--- src/rtl/cmd_ram_ctrl.sv ---
`default_nettype none
// ============================================================================
//  Module   : cmd_ram_ctrl
//  Purpose  : Opcode-driven single-port RAM controller with optional address
//             auto-increment, ready/valid read port and sticky range error.
//  Revision : 1.0 - initial parametrised release
// ============================================================================
module cmd_ram_ctrl #(
    parameter  int DATA_W    = 8,
    parameter  int ADDR_W    = 8,
    parameter  int MEM_DEPTH = 256,
    localparam int PAY_W     = (DATA_W > ADDR_W) ? DATA_W : ADDR_W
) (
    input  logic              clk,
    input  logic              rst,
    input  logic [PAY_W+1:0]  din,
    input  logic              rx_valid,
    output logic              rx_ready,
    input  logic              auto_inc,
    output logic [DATA_W-1:0] dout,
    output logic              tx_valid,
    input  logic              tx_ready,
    output logic              err
);

    localparam int IDX_W = (MEM_DEPTH > 1) ? $clog2(MEM_DEPTH) : 1;

    localparam logic [1:0] C_OP_W_ADD  = 2'd0;
    localparam logic [1:0] C_OP_W_DATA = 2'd1;
    localparam logic [1:0] C_OP_R_ADD  = 2'd2;
    localparam logic [1:0] C_OP_R_DATA = 2'd3;

    // Compared one bit wider so MEM_DEPTH == 2**ADDR_W is representable.
    localparam logic [ADDR_W:0] C_DEPTH = (ADDR_W+1)'(MEM_DEPTH);
    localparam logic [ADDR_W:0] C_LAST  = (ADDR_W+1)'(MEM_DEPTH - 1);

    logic [DATA_W-1:0] r_mem [MEM_DEPTH];

    logic [ADDR_W-1:0] r_wr_addr;
    logic [ADDR_W-1:0] r_rd_addr;
    logic [DATA_W-1:0] r_dout;
    logic              r_tx_valid;
    logic              r_err;

    logic [1:0]        w_op;
    logic [ADDR_W-1:0] w_pay_addr;
    logic [DATA_W-1:0] w_pay_data;
    logic              w_accept;
    logic              w_wr_ok;
    logic              w_rd_ok;

    // Wraps at the last word; any out-of-range address also wraps to zero.
    function automatic logic [ADDR_W-1:0] next_addr(input logic [ADDR_W-1:0] a);
        if ({1'b0, a} >= C_LAST) begin
            return '0;
        end
        return a + 1'b1;
    endfunction

    assign w_op       = din[PAY_W+1:PAY_W];
    assign w_pay_addr = din[ADDR_W-1:0];
    assign w_pay_data = din[DATA_W-1:0];

    assign rx_ready = !(r_tx_valid && !tx_ready);
    assign w_accept = rx_valid && rx_ready;
    assign w_wr_ok  = ({1'b0, r_wr_addr} < C_DEPTH);
    assign w_rd_ok  = ({1'b0, r_rd_addr} < C_DEPTH);

    always_ff @(posedge clk) begin
        if (!rst && w_accept && (w_op == C_OP_W_DATA) && w_wr_ok) begin
            r_mem[r_wr_addr[IDX_W-1:0]] <= w_pay_data;
        end
    end

    always_ff @(posedge clk) begin
        if (rst) begin
            r_wr_addr  <= '0;
            r_rd_addr  <= '0;
            r_dout     <= '0;
            r_tx_valid <= 1'b0;
            r_err      <= 1'b0;
        end else begin
            if (r_tx_valid && tx_ready) begin
                r_tx_valid <= 1'b0;
            end
            if (w_accept) begin
                case (w_op)
                    C_OP_W_ADD: begin
                        r_wr_addr <= w_pay_addr;
                    end
                    C_OP_W_DATA: begin
                        if (!w_wr_ok) begin
                            r_err <= 1'b1;
                        end
                        if (auto_inc) begin
                            r_wr_addr <= next_addr(r_wr_addr);
                        end
                    end
                    C_OP_R_ADD: begin
                        r_rd_addr <= w_pay_addr;
                    end
                    default: begin
                        r_tx_valid <= 1'b1;
                        if (w_rd_ok) begin
                            r_dout <= r_mem[r_rd_addr[IDX_W-1:0]];
                        end else begin
                            r_dout <= '0;
                            r_err  <= 1'b1;
                        end
                        if (auto_inc) begin
                            r_rd_addr <= next_addr(r_rd_addr);
                        end
                    end
                endcase
            end
        end
    end

    assign dout     = r_dout;
    assign tx_valid = r_tx_valid;
    assign err      = r_err;

endmodule
`default_nettype wire
--- config.mk ---
export PLATFORM = sky130hd
export DESIGN_NAME = cmd_ram_ctrl
export DESIGN_NICKNAME = d
export VERILOG_FILES = /design/src/rtl/cmd_ram_ctrl.sv
export SDC_FILE = /design/constraint.sdc
export NUM_CORES = 2
export LEC_CHECK = 0
export BUFFER_PORTS_ARGS = -buffer_cell sky130_fd_sc_hd__buf_2
export CAP_MARGIN = 20
export CORE_MARGIN = 3
export CORE_UTILIZATION = 35
export DETAILED_ROUTE_END_ITERATION = 16
export PLACE_DENSITY = 0.59
export SYNTH_ARGS = -nofsm -noshare
export SYNTH_HDL_FRONTEND = slang
export SYNTH_SLANG_ARGS = --single-unit
--- constraint.sdc ---
create_clock -name clk -period 5 [get_ports clk]
set_clock_uncertainty 0.2 [all_clocks]
set_input_delay 1 -clock clk [delete_from_list [all_inputs] [get_ports clk]]
set_output_delay 1 -clock clk [all_outputs]
set_load 0.02 [all_outputs]
# Yosys cells after proc, flatten, opt, wreduce, memory -nomap -nowiden
# Memories as Yosys holds them, arrays and structs flattened. A register that Yosys moved wholly into a read port is not among the register bits.
# Index checks and enable logic that the tools add are counted.
# Widths: inputs -> output; s select.
[word_totals]
ff_bits = 17
mem_bits_rw = 2048
input_bits = 15
out_inout_bits = 11
word_cells = 52
memories = 1
[op_classes]
add_sub_neg = 2
magnitude_cmp = 2
n_eq_ne = 3
muxes = 23
bitwise_logic = 2
reduce_logical = 16
[mem_list]
columns = ["name", "words", "width", "read_ports", "rd_ports_with_merged_regs", "wr", "line", "text"]
rows = [
  ["r_mem", 256, 8, 1, 1, 1, "37", "logic [DATA_W-1:0] r_mem [MEM_DEPTH];"],
]
[op_table]
columns = ["op", "n"]
rows = [
  ["$mux 8", 6],
  ["$pmux 8 s2", 2],
  ["$add 8x1->8 const B", 2],
  ["$ge 8x8->1 const B", 2],
  ["$mux 1", 15],
  ["$reduce_and 3->1", 2],
  ["$logic_and 1x1->1", 5],
  ["$reduce_bool 2->1", 2],
  ["$logic_not 1->1", 3],
  ["$reduce_or 3->1", 1],
  ["$eq 2x1->1 const B", 1],
  ["$eq 2x2->1 const B", 1],
  ["$logic_not 2->1", 1],
  ["$ne 2x2->1 const B", 1],
  ["$not 1->1", 2],
  ["$reduce_and 2->1", 1],
  ["$reduce_or 2->1", 1],
]

# Depth between registers and ports, before layout
[logic_depth]
word_depth = 9
ltp_mapped = 13
ltp_nobuf = 8

# Worst setup path before layout
# Ideal clock, no wire load.
[synth_path]
path_kind = "input port to flip-flop"
start = "in tx_ready"
end = "mem r_mem[115][0] (enable)"
setup_ns = 0.370
arrival_time_ns = 2.841
t_required_ns = 4.430
setup_slack_ns = 1.588
stages = 7
n_path_buf = 2
path_cell_list = "nand2b_1 -> nand2_1 -> nor4_2 -> buf_2 -> nand3_1 -> clkbuf_1 -> nor2_1"
[synth_via]
elab_chain_cells = 8
[synth_rtl]
columns = ["element", "line", "text"]
rows = [
  ["from (decl)", "22", "input logic tx_ready,"],
  ["$logic_not 1->1", "64", "assign rx_ready = !(r_tx_valid && !tx_ready);"],
  ["$logic_and 1x1->1", "64", ""],
  ["$logic_not 1->1", "64", ""],
  ["$logic_and 1x1->1", "65", "assign w_accept = rx_valid && rx_ready;"],
  ["$logic_and 1x1->1 (2 in series)", "70", "if (!rst && w_accept && (w_op == C_OP_W_DATA) && w_wr_ok) begin"],
  ["$mux 1", "70", ""],
  ["$mux 1 (not written as such)", "71", "r_mem[r_wr_addr[IDX_W-1:0]] <= w_pay_data;"],
  ["to (decl)", "37", ""],
]
# Every way passes these cells.

==> results.yml <==
outcome:
  status: "complete, no violations"
floorplan:
  rows: 176
  core_um2: 230000
  die_area_um2: 238000
  io_pins: 26
  die_height_um: 487
  initial_core_util: 0.352
  fp.dieW_um: 487
worst_hold_path:
  hold_path_class: "register to register"
  min-delay-start: "r_rd_addr[7]"
worst_setup_path:
  start_kind: "register"
  critPathCapture: "dout[2]"
  path_max_fanout: 101
  ff2ff_path_depth: 8
  criticalPathCategory: "register to register"
  reg2reg_slack_ps: 980
  r2r_start: "r_rd_addr[1]"
  critPathLaunch: "r_rd_addr[1]"
  crit_required_ps: 5550
  arrival_ps: 4570
  timing.rr.end: "dout[2]"
  cp-end-kind: "register"
clocking:
  cts_tree: "yes"
  cts_buffer_depth: 3
  cts.hold.buffers_added: 0
  cts-root-buf: "clkbuf_16"
  cts_buffers: 203
  insertion_delay_ps: 830
  postCtsResizedCells: 0
  cts_sinks: 2073
  cts.htree.levels: 4
  cts_setup_buffers: 0
  path_clk_slew_ps: 60
finish:
  syn_to_final_growth_pct: 12.9
  final_util: 0.398
  layout_commonest_cell: "edfxtp_1"
  drive_above_1_share: 0.207
  finalNetCount: 4209
  layout_common_cells: "edfxtp_1, mux4_2, nor2_1, mux2i_1, clkbuf_16"
route:
  vias: 40500
  wl_met2_um: 95200
  top_layer: "met4"
  m1WireLength_um: 86700
  route.met3.wl_um: 15700
  postRouteWirelength_um: 205000
  dr.first_iter.drc_count: 4614
  via_per_inst: 5.48
  first_pass_iters: 8
  final_antenna_net_count: 0
  route.detailed.drc: 0
  routedWlPerCell_um: 27.7
synth:
  yosysUniqueCellTypes: 58
  netlist_area_um2: 81100
  ys_async_sr_fraction: 0
  synthesis.nets: 4068
  synth_cells: 4048
  yosysTopAreaCell: "edfxtp_1"
  seq_area_frac_synth: 0.764
  yosysWarnings: 0
  post-synth-top-area-fraction: 0.758
  synth-seq-cells: 2073
  synth_edf_count: 2048
  postSynthAreaPerCell_um2: 20.0
  synthFlopType: "edfxtp_1"
  synth_top_cells_by_area: "edfxtp_1, mux4_2, mux2i_1"
place:
  gp_congestion: 0.929
  dp_hpwl_um: 129000
  place.port_buffers: 24
pwr:
  p_leak_nw: 27.2
  ir_worst_vdd_mv: 0.382
  p_per_area_nw_per_um2: 388
timing:
  timing.fmax_mhz: 249
  slew_violations: 0
  rsz0062_at_grt: "no"
  relSlewSlack: 0.110
  tightest_slew_ps: 1340
  setup_tns_ps: 0
  setup_viol: 0
  period_share: 0.805
  hold_violations: 0
  period_needed_ps: 4020
global_route:
  grt-ovfl-total: 0
  grt_pass1_vias: 40500
  grt_max_degree: 145
  track_usage: 0.171
  antenna_found_initial: 4
  grt_pass1_wl_um: 296000
flow_run:
  maxCapViolCount: 0
[registers in the layout (all words and copies together) (netlist names)]
signal and flops:
dout 8, r_mem 2048, r_rd_addr 8, r_wr_addr 8, tx_valid 1
[report_power, final]
| group | total, mW | internal, mW | switching, mW |
|---|---|---|---|
| combinational | 1.58 | 0.572 | 1.00 |
| clock | 14.8 | 8.31 | 6.52 |
| sequential | 19.1 | 19.1 | 0.0386 |
[worst max-delay path: stages (launching register included)]
cell and delay, ps:
dfxtp_4 700, buf_12 540, buf_4 370, mux4_2 290, a22oi_1 140, and3_1 260
a2111oi_0 860, a22oi_1 320, o41ai_2 110
[cells by family after synthesis]
logic type	count (synthesis)	share of synthesized area
xor gates and xnor gates	1	0.000108
AOI/OAI and AO/OA	423	0.0365
other	1	0.0000462
buffers and inverters	256	0.0200
DFF	2073	0.764
adders and majority gates	5	0.000771
and+or+nand+nor	573	0.0306
muxes	716	0.148
[metal layers]
layer | global-route usage | vias to the layer above
met3 | 0.0328 | 304
li1 | - | 17100
met4 | 0.0620 | 0
met2 | 0.265 | 1649
met5 | 0 | -
met1 | 0.241 | 21500
[worst min path at each step]
stage	endpoint	slack (ps)	cells after the start
final	r_rd_addr[7]	360	2
after CTS	r_rd_addr[7]	350	2
after floorplan	r_rd_addr[7]	280	2
after detailed placement	r_rd_addr[7]	340	2
after global placement	r_rd_addr[7]	330	2
after global routing	r_rd_addr[7]	390	2
[per-stage QoR]
| stage | hold WS [ps] | instances | setup WS (ps) | instance area, µm² | total power [mW] |
|---|---|---|---|---|---|
| after floorplan | 284 | 4048 | 1590 | 81100 | 20.4 |
| after global placement | 331 | 7006 | 467 | 85100 | 21.1 |
| after detailed placement | 339 | 7009 | 404 | 85100 | 21.1 |
| after CTS | 349 | 7384 | 1040 | 91600 | 35.8 |
| after global routing | 385 | 7387 | 917 | 91600 | 36.6 |
| final | 357 | 7388 | 976 | 91600 | 35.5 |
[cell type report]
| type | count | area (µm²) |
|---|---|---|
| tap | 3026 | 3790 |
| clock buffer | 255 | 5330 |
| sequential | 2073 | 62000 |
| multi-input combinational | 1719 | 17500 |
| clock inverter | 120 | 1120 |
| fill | 20400 | 139000 |
| inverter | 8 | 32.5 |
| antenna | 3 | 7.51 |
| timing repair buffer | 184 | 1740 |
[synth_stat cells (all sizes together) (2+ instances only)]
| cell | number |
|---|---|
| edfxtp | 2048 |
| mux4 | 382 |
| nor2 | 305 |
| mux2i | 303 |
| buf | 151 |
| nand2 | 103 |
| clkbuf | 97 |
| o22ai | 92 |
| o221ai | 68 |
| a21oi | 60 |
| o21ai | 57 |
| nand3 | 47 |
| a211oi | 39 |
| nor3 | 34 |
| a22oi | 31 |
| mux2 | 31 |
| dfxtp | 25 |
| nand4 | 22 |
| a221oi | 14 |
| nor4 | 14 |
| o211ai | 13 |
| nor2b | 11 |
| a31oi | 10 |
| and2 | 9 |
| and3 | 9 |
| a211o | 8 |
| a22o | 8 |
| inv | 8 |
| a222oi | 6 |
| ha | 5 |
| nand2b | 5 |
| or3 | 5 |
| a2111oi | 3 |
| nor3b | 3 |
| o2111ai | 3 |
| and3b | 2 |
| nand3b | 2 |
| o22a | 2 |
| o31ai | 2 |
| or2 | 2 |
Power figures use the tool's default switching activity.
